[config.mk]
export PLATFORM = sky130hd
export DESIGN_NAME = pc_branch_unit
export DESIGN_NICKNAME = d
export VERILOG_FILES = /design/src/rtl/kgp_pkg.sv /design/src/rtl/branch_cond.sv /design/src/rtl/pc_branch_unit.sv
export SDC_FILE = /design/constraint.sdc
export NUM_CORES = 1
export LEC_CHECK = 0
export BUFFER_PORTS_ARGS = -buffer_cell sky130_fd_sc_hd__buf_2
export CORE_ASPECT_RATIO = 0.7
export CORE_UTILIZATION = 52
export CTS_BUF_LIST = sky130_fd_sc_hd__clkbuf_4
export DETAILED_ROUTE_END_ITERATION = 8
export PLACE_DENSITY = 0.84
export SLEW_MARGIN = 40
export SYNTH_ARGS = -nofsm -noshare
export SYNTH_HDL_FRONTEND = slang
export SYNTH_SLANG_ARGS = --single-unit
[constraint.sdc]
create_clock -name clk -period 4.6 [get_ports clk]
set_input_delay 1.15 -clock clk [delete_from_list [all_inputs] [get_ports clk]]
set_output_delay 1.15 -clock clk [all_outputs]
set_load 0.05 [all_outputs]
[src/rtl/kgp_pkg.sv]
// Shared KGP-RISC definitions: branch opcodes, flag layout and link register index.
package kgp_pkg;

    localparam int unsigned BR_OP_W = 4;
    localparam int unsigned FLAG_W  = 4;

    typedef enum logic [BR_OP_W-1:0] {
        BR_NONE = 4'b0000,
        BR_B    = 4'b0001,
        BR_BR   = 4'b0010,
        BR_BLTZ = 4'b0011,
        BR_BZ   = 4'b0100,
        BR_BNZ  = 4'b0101,
        BR_BL   = 4'b0110,
        BR_BCY  = 4'b0111,
        BR_BNCY = 4'b1000
    } br_op_t;

    localparam int unsigned FLAG_C = 0;
    localparam int unsigned FLAG_Z = 1;
    localparam int unsigned FLAG_S = 2;
    localparam int unsigned FLAG_V = 3;

    localparam logic [4:0] LINK_REG = 5'd31;

    // Architectural flag register layout, carry in bit 0.
    typedef struct packed {
        logic v;
        logic s;
        logic z;
        logic c;
    } flags_t;

endpackage

[src/rtl/branch_cond.sv]
// Combinational branch-condition evaluator; reserved opcodes resolve as NONE.
module branch_cond
    import kgp_pkg::*;
#(
    parameter int unsigned PC_W = 32
) (
    input  logic [BR_OP_W-1:0] br_op,
    input  logic [PC_W-1:0]    rs_val,
    input  logic [FLAG_W-1:0]  flags_q,
    output logic               taken,
    output logic               is_reg_target,
    output logic               is_link
);

    logic rs_zero;
    logic unused_flags;

    assign rs_zero      = (rs_val == '0);
    assign unused_flags = ^{flags_q[FLAG_V], flags_q[FLAG_S], flags_q[FLAG_Z]};

    always_comb begin
        taken         = 1'b0;
        is_reg_target = 1'b0;
        is_link       = 1'b0;
        case (br_op_t'(br_op))
            BR_B:    taken = 1'b1;
            BR_BR: begin
                taken         = 1'b1;
                is_reg_target = 1'b1;
            end
            BR_BLTZ: taken = rs_val[PC_W-1];
            BR_BZ:   taken = rs_zero;
            BR_BNZ:  taken = !rs_zero;
            BR_BL: begin
                taken   = 1'b1;
                is_link = 1'b1;
            end
            // Conditional-on-carry uses the registered flags, never the live ALU outputs.
            BR_BCY:  taken = flags_q[FLAG_C];
            BR_BNCY: taken = !flags_q[FLAG_C];
            default: taken = 1'b0;
        endcase
    end

endmodule

[src/rtl/pc_branch_unit.sv]
// PC register, flag register and branch target generation for the KGP-RISC datapath.
module pc_branch_unit
    import kgp_pkg::*;
#(
    parameter int unsigned     PC_W     = 32,
    parameter int unsigned     OFF_W    = 26,
    parameter logic [PC_W-1:0] RESET_PC = 32'h0000_0000
) (
    input  logic               clk,
    input  logic               rst,
    input  logic               stall,
    input  logic [BR_OP_W-1:0] br_op,
    input  logic [OFF_W-1:0]   br_off,
    input  logic [PC_W-1:0]    rs_val,
    input  logic               flag_we,
    input  logic               carryFlag,
    input  logic               zFlag,
    input  logic               signFlag,
    input  logic               overflowFlag,
    output logic [PC_W-1:0]    pc,
    output logic [PC_W-1:0]    pc_plus4,
    output logic               taken,
    output logic               link_we,
    output logic [PC_W-1:0]    link_data,
    output logic [FLAG_W-1:0]  flags_q,
    output logic               misalign
);

    localparam int unsigned EXT_W = PC_W - OFF_W;

    logic            is_reg_target;
    logic            is_link;
    logic [PC_W-1:0] off_words;
    logic [PC_W-1:0] off_bytes;
    logic [PC_W-1:0] rel_target;
    logic [PC_W-1:0] reg_target;
    logic [PC_W-1:0] next_pc;
    flags_t          alu_flags;

    branch_cond #(
        .PC_W (PC_W)
    ) u_branch_cond (
        .br_op         (br_op),
        .rs_val        (rs_val),
        .flags_q       (flags_q),
        .taken         (taken),
        .is_reg_target (is_reg_target),
        .is_link       (is_link)
    );

    // Target arithmetic wraps modulo 2^PC_W.
    assign pc_plus4   = pc + PC_W'(4);
    assign off_words  = {{EXT_W{br_off[OFF_W-1]}}, br_off};
    assign off_bytes  = {off_words[PC_W-3:0], 2'b00};
    assign rel_target = pc_plus4 + off_bytes;
    assign reg_target = {rs_val[PC_W-1:2], 2'b00};

    always_comb begin
        next_pc = pc_plus4;
        if (taken) begin
            next_pc = is_reg_target ? reg_target : rel_target;
        end
    end

    assign misalign  = is_reg_target && (rs_val[1:0] != 2'b00);
    assign link_we   = is_link && !stall;
    assign link_data = pc_plus4;

    assign alu_flags.v = overflowFlag;
    assign alu_flags.s = signFlag;
    assign alu_flags.z = zFlag;
    assign alu_flags.c = carryFlag;

    always_ff @(posedge clk or negedge rst) begin
        if (!rst) begin
            pc <= RESET_PC;
        end else if (!stall) begin
            pc <= next_pc;
        end
    end

    always_ff @(posedge clk or negedge rst) begin
        if (!rst) begin
            flags_q <= '0;
        end else if (flag_we && !stall) begin
            flags_q <= alu_flags;
        end
    end

endmodule

==> metrics.txt, run 1 <==
clock sink count=34; post-CTS sizing=0; largest net degree at the start of global routing=45; critical path class=reg2reg; fin area=5540 um^2; vias=5,486; number of synthesized flops with an enable pin=0; die width=116 um; PnR worst setup slack=0.388 ns; gpl congestion=1.03; pins over their slew limit=0; hold crit path type=reg2reg; per-cell routed wire length=19.9 um; via density per instance=6.48; max cap viols=0; relative slew slack=42.5%; TritonRoute pass-1 iters=9; DP Worst Slack=0.379 ns; cell count after placement=838; # setup viols final=0; # Post-CTS Setup Buffers=0; Final min period=4.21 ns; CP max FO=8; placed cell areas=5460 um^2; Synth Cell Area=4710 um^2; FFs w/ async S/R, synth=100%; Min-Delay Startpoint=flags_q[2]$_DFFE_PN0P_; cell area power density=850 nW/um^2; ant diodes=0; Hold Fails Final Rpt=0; number of global-route vias before repair=4,847; Peak VDD IR=0.522 mV; WL final=16,800 um; Worst Skew=0.0216 ns; final critical-path share of the clock period=91.6%; layout cell share with drive strength beyond 1=30.9%; 1st-iter DRT viols=619; register area share after synthesis=18.1%; hpwl dp=13,300 um; Worst EP required=4.88 ns; RSZ-0062 raised after global routing=false; initial antenna violation count=0; Post-Syn Area per Cell=7.84 um^2; Die Area=9440 um^2; worst setup path start=pc[2]$_DFFE_PN0N_; yosys warns=0; CTS tree=built; slew of the pin with the lowest slew margin=0.862 ns; Remaining DRCs=0; Inserted Clock Buffers=5; Post-CTS Hold Buffers=0; Reg-to-Reg Start=pc[2]$_DFFE_PN0N_; Area growth syn-to-layout=17.8%; row count=28; final setup TNS=0 ns; Synth Instances=600; H-tree levels=2; IO Pins=173; final cell count without fillers=846; Final ANT Viol Nets=0; Finished Core Util=64.3%; first-pass GRT wire length=25,500 um; max frequency=237 MHz; status=completed; # port buffers=166; die height=81.6 um; Core Region=8620 um^2; nets=832; Starting Density=54.6%; CTS max path bufs=2; WP data arrival=4.49 ns; CP Launch Type=flop; ys flop type=dfrtp_1; clock transition at the registers of the reported paths=0.14 ns; Yosys cell types=81; CP endpoint kind=flop; Yosys reg bits=34; Worst-Skew Late Latency=0.37 ns; grt ovf=0; Root Driver=clkbuf_4; static leakage=2.58 nW; gr usage total=35.4%
## kinds of logic after synthesis
kind of cell,after synthesis,synth area share (%)
buffers and inverters,86,9.97
DFF,34,18.1
xor gates and xnor gates,45,8.38
adders and majority gates,37,10.0
muxes,11,2.45
and+or+nand+nor,212,24.5
AOI/OAI and AO/OA,174,26.5
other,1,0.0797
## sequential cells by signal, indices dropped and copies added, names as in the netlist
signal,cells
pc,30
flags_q,4
## layout make-up
| class | count | area, um^2 |
|---|---|---|
| flip-flops and latches | 34 | 851 |
| repair buffers | 178 | 941 |
| fillers | 789 | 3070 |
| well taps | 120 | 150 |
| inverters | 21 | 78.8 |
| clock buffers | 7 | 52.6 |
| multi-input cells | 485 | 3440 |
| clock inverters | 1 | 30.0 |
## metal layers
| layer | vias up | wire (um) | share of wire [%] | track usage, % |
|---|---|---|---|---|
| met2 | 387 | 7120 | 42 | 53.4 |
| li1 | 2466 | - | - | - |
| met5 | - | 0 | 0 | 0 |
| met4 | 0 | 320 | 1.9 | 10.6 |
| met3 | 31 | 2070 | 12 | 7.68 |
| met1 | 2602 | 7290 | 43 | 50.3 |
## cells in the final DEF (no fill, tap or decap), types with 6 or more instances in the layout
cell type | Yosys | final
o21ai_1 | 11 | 11
buf_4 | 36 | 11
o22ai_1 | 7 | 7
nor2_1 | 35 | 35
nor3_1 | 15 | 15
a31oi_1 | 12 | 12
dfrtp_1 | 34 | 34
nand4_1 | 15 | 15
conb_1 | 1 | 6
inv_1 | 20 | 20
nand2_1 | 52 | 52
a21o_1 | 18 | 18
and4_1 | 8 | 8
clkbuf_4 | 0 | 7
o21ai_0 | 14 | 14
xor2_1 | 16 | 16
nand3_1 | 35 | 35
a221oi_1 | 8 | 8
and3_1 | 9 | 9
o211ai_1 | 9 | 9
mux2i_1 | 7 | 7
xnor2_1 | 29 | 25
ha_1 | 36 | 36
a21oi_1 | 37 | 37
buf_2 | 9 | 166
nor4_1 | 9 | 9
or2_2 | 7 | 7
## stage by stage
step                      total power, mW  hold slack [ns]
final                                4.71            0.520
after global routing                 4.95            0.537
after CTS                            4.64            0.521
after detailed placement             4.38            0.492
after global placement               4.31            0.487
after floorplan                      3.70            0.778
## final timing paths
kind | to | slack [ns] | cells past startpoint
setup / recovery | pc[29]$_DFFE_PN0N_ | 0.39 | 13
hold / removal | flags_q[2]$_DFFE_PN0P_ | 0.52 | 1
setup reg to reg | pc[29]$_DFFE_PN0N_ | 0.39 | 13
hold reg to reg | flags_q[2]$_DFFE_PN0P_ | 0.52 | 1
max in group asynchronous | flags_q[1]$_DFFE_PN0P_ | 3.42 | 2
min in group asynchronous | pc[31]$_DFFE_PN0N_ | 0.72 | 1
## critical path: stages (launching register included)
cell and delay (ns):
dfrtp_1 0.46, ha_1 0.29, nand4_1 0.30, nor2_1 0.38, nand3_1 0.15, xnor2_1 0.35
ha_1 0.37, and4_1 0.31, a21oi_1 0.12, a21oi_1 0.33, o21ai_1 0.17, a2111oi_1 0.57
nor3_1 0.10, o31ai_1 0.24
## report_power, final
part,leakage [nW],internal [mW],switching (mW)
Clock,0.0463,0.127,0.126
Combinational,2.15,1.09,2.71
Sequential,0.387,0.416,0.240
## cells in the mapped netlist, drive strengths merged, types with 8 or more instances
cell type	count	area, um^2
a21o	18	135
a21oi	39	203
a221oi	10	111
a31oi	12	75.1
and3	10	67.6
and4	8	70.1
buf	47	323
clkbuf	18	67.6
dfrtp	34	851
ha	36	450
inv	21	78.8
nand2	52	195
nand3	36	193
nand4	15	93.8
nor2	35	131
nor3	18	105
nor4	12	111
o211ai	9	67.6
o21ai	25	125
xnor2	29	254
xor2	16	140
Note: power is estimated with default switching activity, not from simulation.
==> inputs of run 2 (changes only) <==
- PLACE_DENSITY: 0.84 -> 0.83
- SYNTH_HIERARCHICAL: default -> 1
==> metrics.txt, run 2 <==
Hold Fails Final Rpt=0; IO Pins=173; Synth Area in Adders=9.86%; TritonRoute pass-1 iters=5; RSZ-0062 raised after global routing=false; most common cell after layout, fill and taps aside=buf_2; final cell count without fillers=873; most common library cells after synthesis=nand2_1, a21oi_1, nor2_1; per-cell routed wire length=20.0 um; cell count after placement=865; static leakage=2.56 nW; clock transition at the registers of the reported paths=0.13 ns; CP Launch Type=input port; mux cell area share after synthesis=2.26%; Synth Cell Area=4770 um^2; largest net degree at the start of global routing=48; Final min period=4.23 ns; Sequential Power Share=13.5%; top cell family by delay on the critical path=simple AND/OR/NAND/NOR gates; cell taking the most area after synthesis=dfrtp_1; number of synthesized flops with an enable pin=0; number of global-route vias before repair=4,897; Inserted Clock Buffers=5; slew of the pin with the lowest slew margin=0.872 ns; via density per instance=6.26; ant diodes=0; Post-CTS Hold Buffers=0; yosys warns=6; CP endpoint kind=primary output; row count=28; clock sink count=34; grt ovf=0; # setup viols final=0; 1st-iter DRT viols=551; Hold Worst Slack=0.530 ns; H-tree levels=2; WP data arrival=3.08 ns; Post-Syn Area per Cell=7.66 um^2; Synth Area in Simple Gates=23.8%; Area growth syn-to-layout=18.0%; WL final=17,500 um; max frequency=236 MHz; Remaining DRCs=0; hold crit path type=reg2reg; Worst EP required=3.45 ns; die width=116 um; status=completed; Final ANT Viol Nets=0; crit-path cells=buf_2, nor4_1, nand4_1, nor2_1, xnor2_1, o41ai_4, buf_4, buf_2; Worst-Skew Late Latency=0.37 ns; CTS max path bufs=2; top post-synthesis cells by area=dfrtp_1, ha_1, a21oi_1, buf_4, xnor2_1; xor and xnor area share after synthesis=9.10%; Cell Int Power=1.67 mW; Yosys cell types=79; Starting Density=54.9%; Synth Instances=623; sw power=3.21 mW; Clk pwr share=6.2%; post-CTS sizing=0; register area share after synthesis=17.8%; final setup TNS=0 ns; Logic pwr share=80.3%; critical path class=in2out; Finished Core Util=64.8%; Worst Skew=0.0140 ns; Yosys reg bits=34; layout cell share with drive strength beyond 1=28.4%; Critical Path Max Stage Delay=0.52 ns; nets=859; slowest cell on the critical path=nor4_1; final critical-path share of the clock period=92.0%; relative slew slack=41.3%; Die Area=9570 um^2; gr usage total=36.7%; Compound-Gate Fraction of Synth Area=27.9%; leading cell type by number of instances after synthesis=nand2_1; Largest regs=pc x30, flags_q x4; initial antenna violation count=0; FFs w/ async S/R, synth=100%; cell area power density=867 nW/um^2; max reg flops=30; most used cell, CP=buf_2; # port buffers=166; ys flop type=dfrtp_1; largest reg by FF count=pc; CTS tree=built; Peak VDD IR=0.629 mV; gpl congestion=0.983; WP buf/inv=3; first-pass GRT wire length=26,200 um; die height=82.1 um; largest family of logic cells by synthesized area=compound AO/OA/AOI/OAI gates; total power=4.88 mW; max cap viols=0; pins over their slew limit=0; most frequent cells in the layout=buf_2, nand2_1, a21oi_1; # Post-CTS Setup Buffers=0; CP max FO=10; area fraction of the dominant cell type after synthesis=17.8%; switching fraction of total power=65.8%; Root Driver=clkbuf_4; Core Region=8690 um^2; hpwl dp=13,800 um; vias=5,462
[run 2: cell types whose count changed after synthesis, sizes merged, moves of 5 or more]
cell	change
or2	-7
a21oi	+17
a21o	-6
nand3	-20
and2	+6
buf	-5
nand2	+10
o21bai	+5
nor3	-9
nor2	+13
o21ai	+24
[run 2: cells by family after synthesis]
kind of cell    count (synthesis)
simple gates                  212
compound gates                202
buf+inv                        79
xor+xnor                       48
fa+ha+maj                      37
flops                          34
mux                            10
other cells                     1
[run 2: area by class of cell]
cell class	count	area, um^2
fillers	816	3060
clock buffers	5	37.5
well taps	120	150
multi-input cells	515	3530
clock inverters	3	68.8
repair buffers	178	923
inverters	18	67.6
flip-flops and latches	34	851
[run 2: stage by stage]
stage	cell area, um^2	setup slack [ns]
global placement	5510	0.402
detailed placement	5510	0.324
global route	5630	0.335
CTS	5620	0.441
floorplan	4790	0.0579
finish	5630	0.370
[run 2: metal layers]
layer	vias to the layer above	track usage [%]	routed length (um)
met5	-	0	0
met4	0	9.74	323
met3	34	6.64	2070
met2	345	55.4	7380
met1	2540	53.3	7700
li1	2543	-	-
[run 2: final timing paths]
check	startpoint	to	slack [ns]	cells after the start
min reg2reg	flags_q[2]$_DFFE_PN0P_	flags_q[2]$_DFFE_PN0P_	0.53	1
max reg2reg	pc[2]$_DFFE_PN0N_	pc[31]$_DFFE_PN0N_	0.62	13
max	rs_val[25]	taken	0.37	8
max in group asynchronous	rst	pc[9]$_DFFE_PN0N_	3.51	1
min in group asynchronous	rst	pc[25]$_DFFE_PN0N_	0.73	1
min	flags_q[2]$_DFFE_PN0P_	flags_q[2]$_DFFE_PN0P_	0.53	1
[run 2: power groups by stage]
stage / combinational, mW / sequential [mW] / clock [mW]
global route: 4.14 / 0.679 / 0.321
detailed placement: 3.84 / 0.652 / 0
CTS: 3.86 / 0.647 / 0.305
global placement: 3.82 / 0.644 / 0
floorplan: 2.70 / 1.03 / 0
finish: 3.92 / 0.658 / 0.305
==> inputs of run 3 (changes only) <==
- RECOVER_POWER: default -> 100
==> metrics.txt, run 3 (synthesized netlist as in run 2, its figures left out) <==
gpl congestion=0.983; worst setup path start=rs_val[25]; clock transition at the registers of the reported paths=0.13 ns; critical path class=in2out; static leakage=2.27 nW; sw power=3.22 mW; Cell Int Power=1.56 mW; Core Region=8690 um^2; gr usage total=36.7%; hold crit path type=reg2reg; CP max FO=10; # port buffers=166; IO Pins=173; Hold Fails Final Rpt=0; Final min period=4.24 ns; Hold Worst Slack=0.537 ns; Critical Path Max Stage Delay=0.52 ns; Peak VDD IR=0.618 mV; Worst Skew=0.0118 ns; slowest cell on the critical path=nor4_1; number of global-route vias before repair=4,897; crit-path cells=clkbuf_1, nor4_1, nand4_1, nor2_1, xnor2_1, o41ai_4, buf_4, buf_2; per-cell routed wire length=20.1 um; layout cell share with drive strength beyond 1=15.3%; die height=82.1 um; Logic pwr share=79.8%; WL final=17,600 um; row count=28; worst setup path endpoint=taken; total power=4.78 mW; vias=5,497; nets=859; Starting Density=54.9%; post-CTS sizing=0; CP endpoint kind=primary output; max reg flops=30; failing checks=capacitance limit, slew limit; most common cell after layout, fill and taps aside=clkbuf_1; # Post-CTS Setup Buffers=0; most frequent cells in the layout=clkbuf_1, buf_2, nand2_1; final setup TNS=0 ns; Reg-to-Reg Start=pc[2]$_DFFE_PN0N_; RSZ-0062 raised after global routing=false; max frequency=236 MHz; end of the worst register-to-register path=pc[31]$_DFFE_PN0N_; TritonRoute pass-1 iters=5; status=complete, but fails checks; largest net degree at the start of global routing=48; max cap viols=2; # setup viols final=0; switching fraction of total power=67.4%; largest reg by FF count=pc; Worst EP required=3.45 ns; cell area power density=872 nW/um^2; CTS max path bufs=2; CTS tree=built; H-tree levels=2; Post-CTS Hold Buffers=0; Remaining DRCs=0; r2r setup slk=0.47 ns; Largest regs=pc x30, flags_q x4; hpwl dp=13,800 um; Clk pwr share=6.4%; first-pass GRT wire length=26,200 um; ant diodes=0; Sequential Power Share=13.9%; pins over their slew limit=83; initial antenna violation count=0; Worst Reg2Reg Path Length in Cells=13; slew of the pin with the lowest slew margin=2.15 ns; die width=116 um; Inserted Clock Buffers=5; grt ovf=0; WP data arrival=3.09 ns; 1st-iter DRT viols=670; Root Driver=clkbuf_4; Area growth syn-to-layout=14.9%; Final ANT Viol Nets=0; Worst-Skew Late Latency=0.38 ns; clock sink count=34; final critical-path share of the clock period=92.1%; CP Launch Type=input port; relative slew slack=-43.2%; Die Area=9570 um^2; via density per instance=6.30
## run 3: changes by cell type in the layout (fill, tap and decap cells not counted), moves of 2 or more
cell      delta
buf_2       -93
clkbuf_1    +96
and2_0       +2
and2_1       -2
buf_4        -3
## run 3: how the worst min path moves through the flow
stage / startpoint / to / slack [ns] / depth (start not counted)
5_1_grt: flags_q[2]$_DFFE_PN0P_ / flags_q[2]$_DFFE_PN0P_ / 0.56 / 1
3_5_place_dp: flags_q[2]$_DFFE_PN0P_ / flags_q[2]$_DFFE_PN0P_ / 0.50 / 1
6_report: flags_q[2]$_DFFE_PN0P_ / flags_q[2]$_DFFE_PN0P_ / 0.54 / 1
2_1_floorplan: pc[11]$_DFFE_PN0N_ / pc[11]$_DFFE_PN0N_ / 0.78 / 2
4_1_cts: flags_q[2]$_DFFE_PN0P_ / flags_q[2]$_DFFE_PN0P_ / 0.53 / 1
3_3_place_gp: flags_q[1]$_DFFE_PN0P_ / flags_q[1]$_DFFE_PN0P_ / 0.48 / 1
## run 3: power groups by stage
stage | Sequential, mW | Combinational [mW] | Clock, mW
after global placement | 0.644 | 3.82 | 0
after global routing | 0.683 | 4.04 | 0.321
after floorplan | 1.03 | 2.70 | 0
final | 0.663 | 3.82 | 0.304
after CTS | 0.647 | 3.86 | 0.305
after detailed placement | 0.652 | 3.84 | 0
## run 3: layout make-up
class / instances / area, um^2
Timing Repair Buffer: 178 / 796
Clock inverter: 3 / 68.8
Tap cell: 120 / 150
Sequential cell: 34 / 851
Clock buffer: 5 / 37.5
Multi-Input combinational cell: 515 / 3510
Inverter: 18 / 67.6
Fill cell: 871 / 3210
## run 3: routing by layer
| layer | track usage [%] | wire length (um) |
|---|---|---|
| met5 | 0 | 0 |
| met4 | 9.74 | 287 |
| met3 | 6.64 | 2060 |
| met2 | 55.4 | 7360 |
| met1 | 53.3 | 7850 |
## run 3: per-stage QoR
step | util, % | std cells | setup slack (ns) | cell area, um^2
2_1_floorplan | - | 628 | 0.0579 | 4790
3_3_place_gp | 63.4 | 865 | 0.402 | 5510
3_5_place_dp | 63.4 | 865 | 0.324 | 5510
4_1_cts | 64.6 | 873 | 0.441 | 5620
5_1_grt | 63.1 | 873 | 0.234 | 5480
6_report | 63.1 | 873 | 0.365 | 5480
## run 3: worst max-delay path: cells and delay by family
kind            cells  cell delay (ns)
buf+inv             3             0.59
xor+xnor            1             0.13
compound gates      1             0.26
simple gates        3             0.95
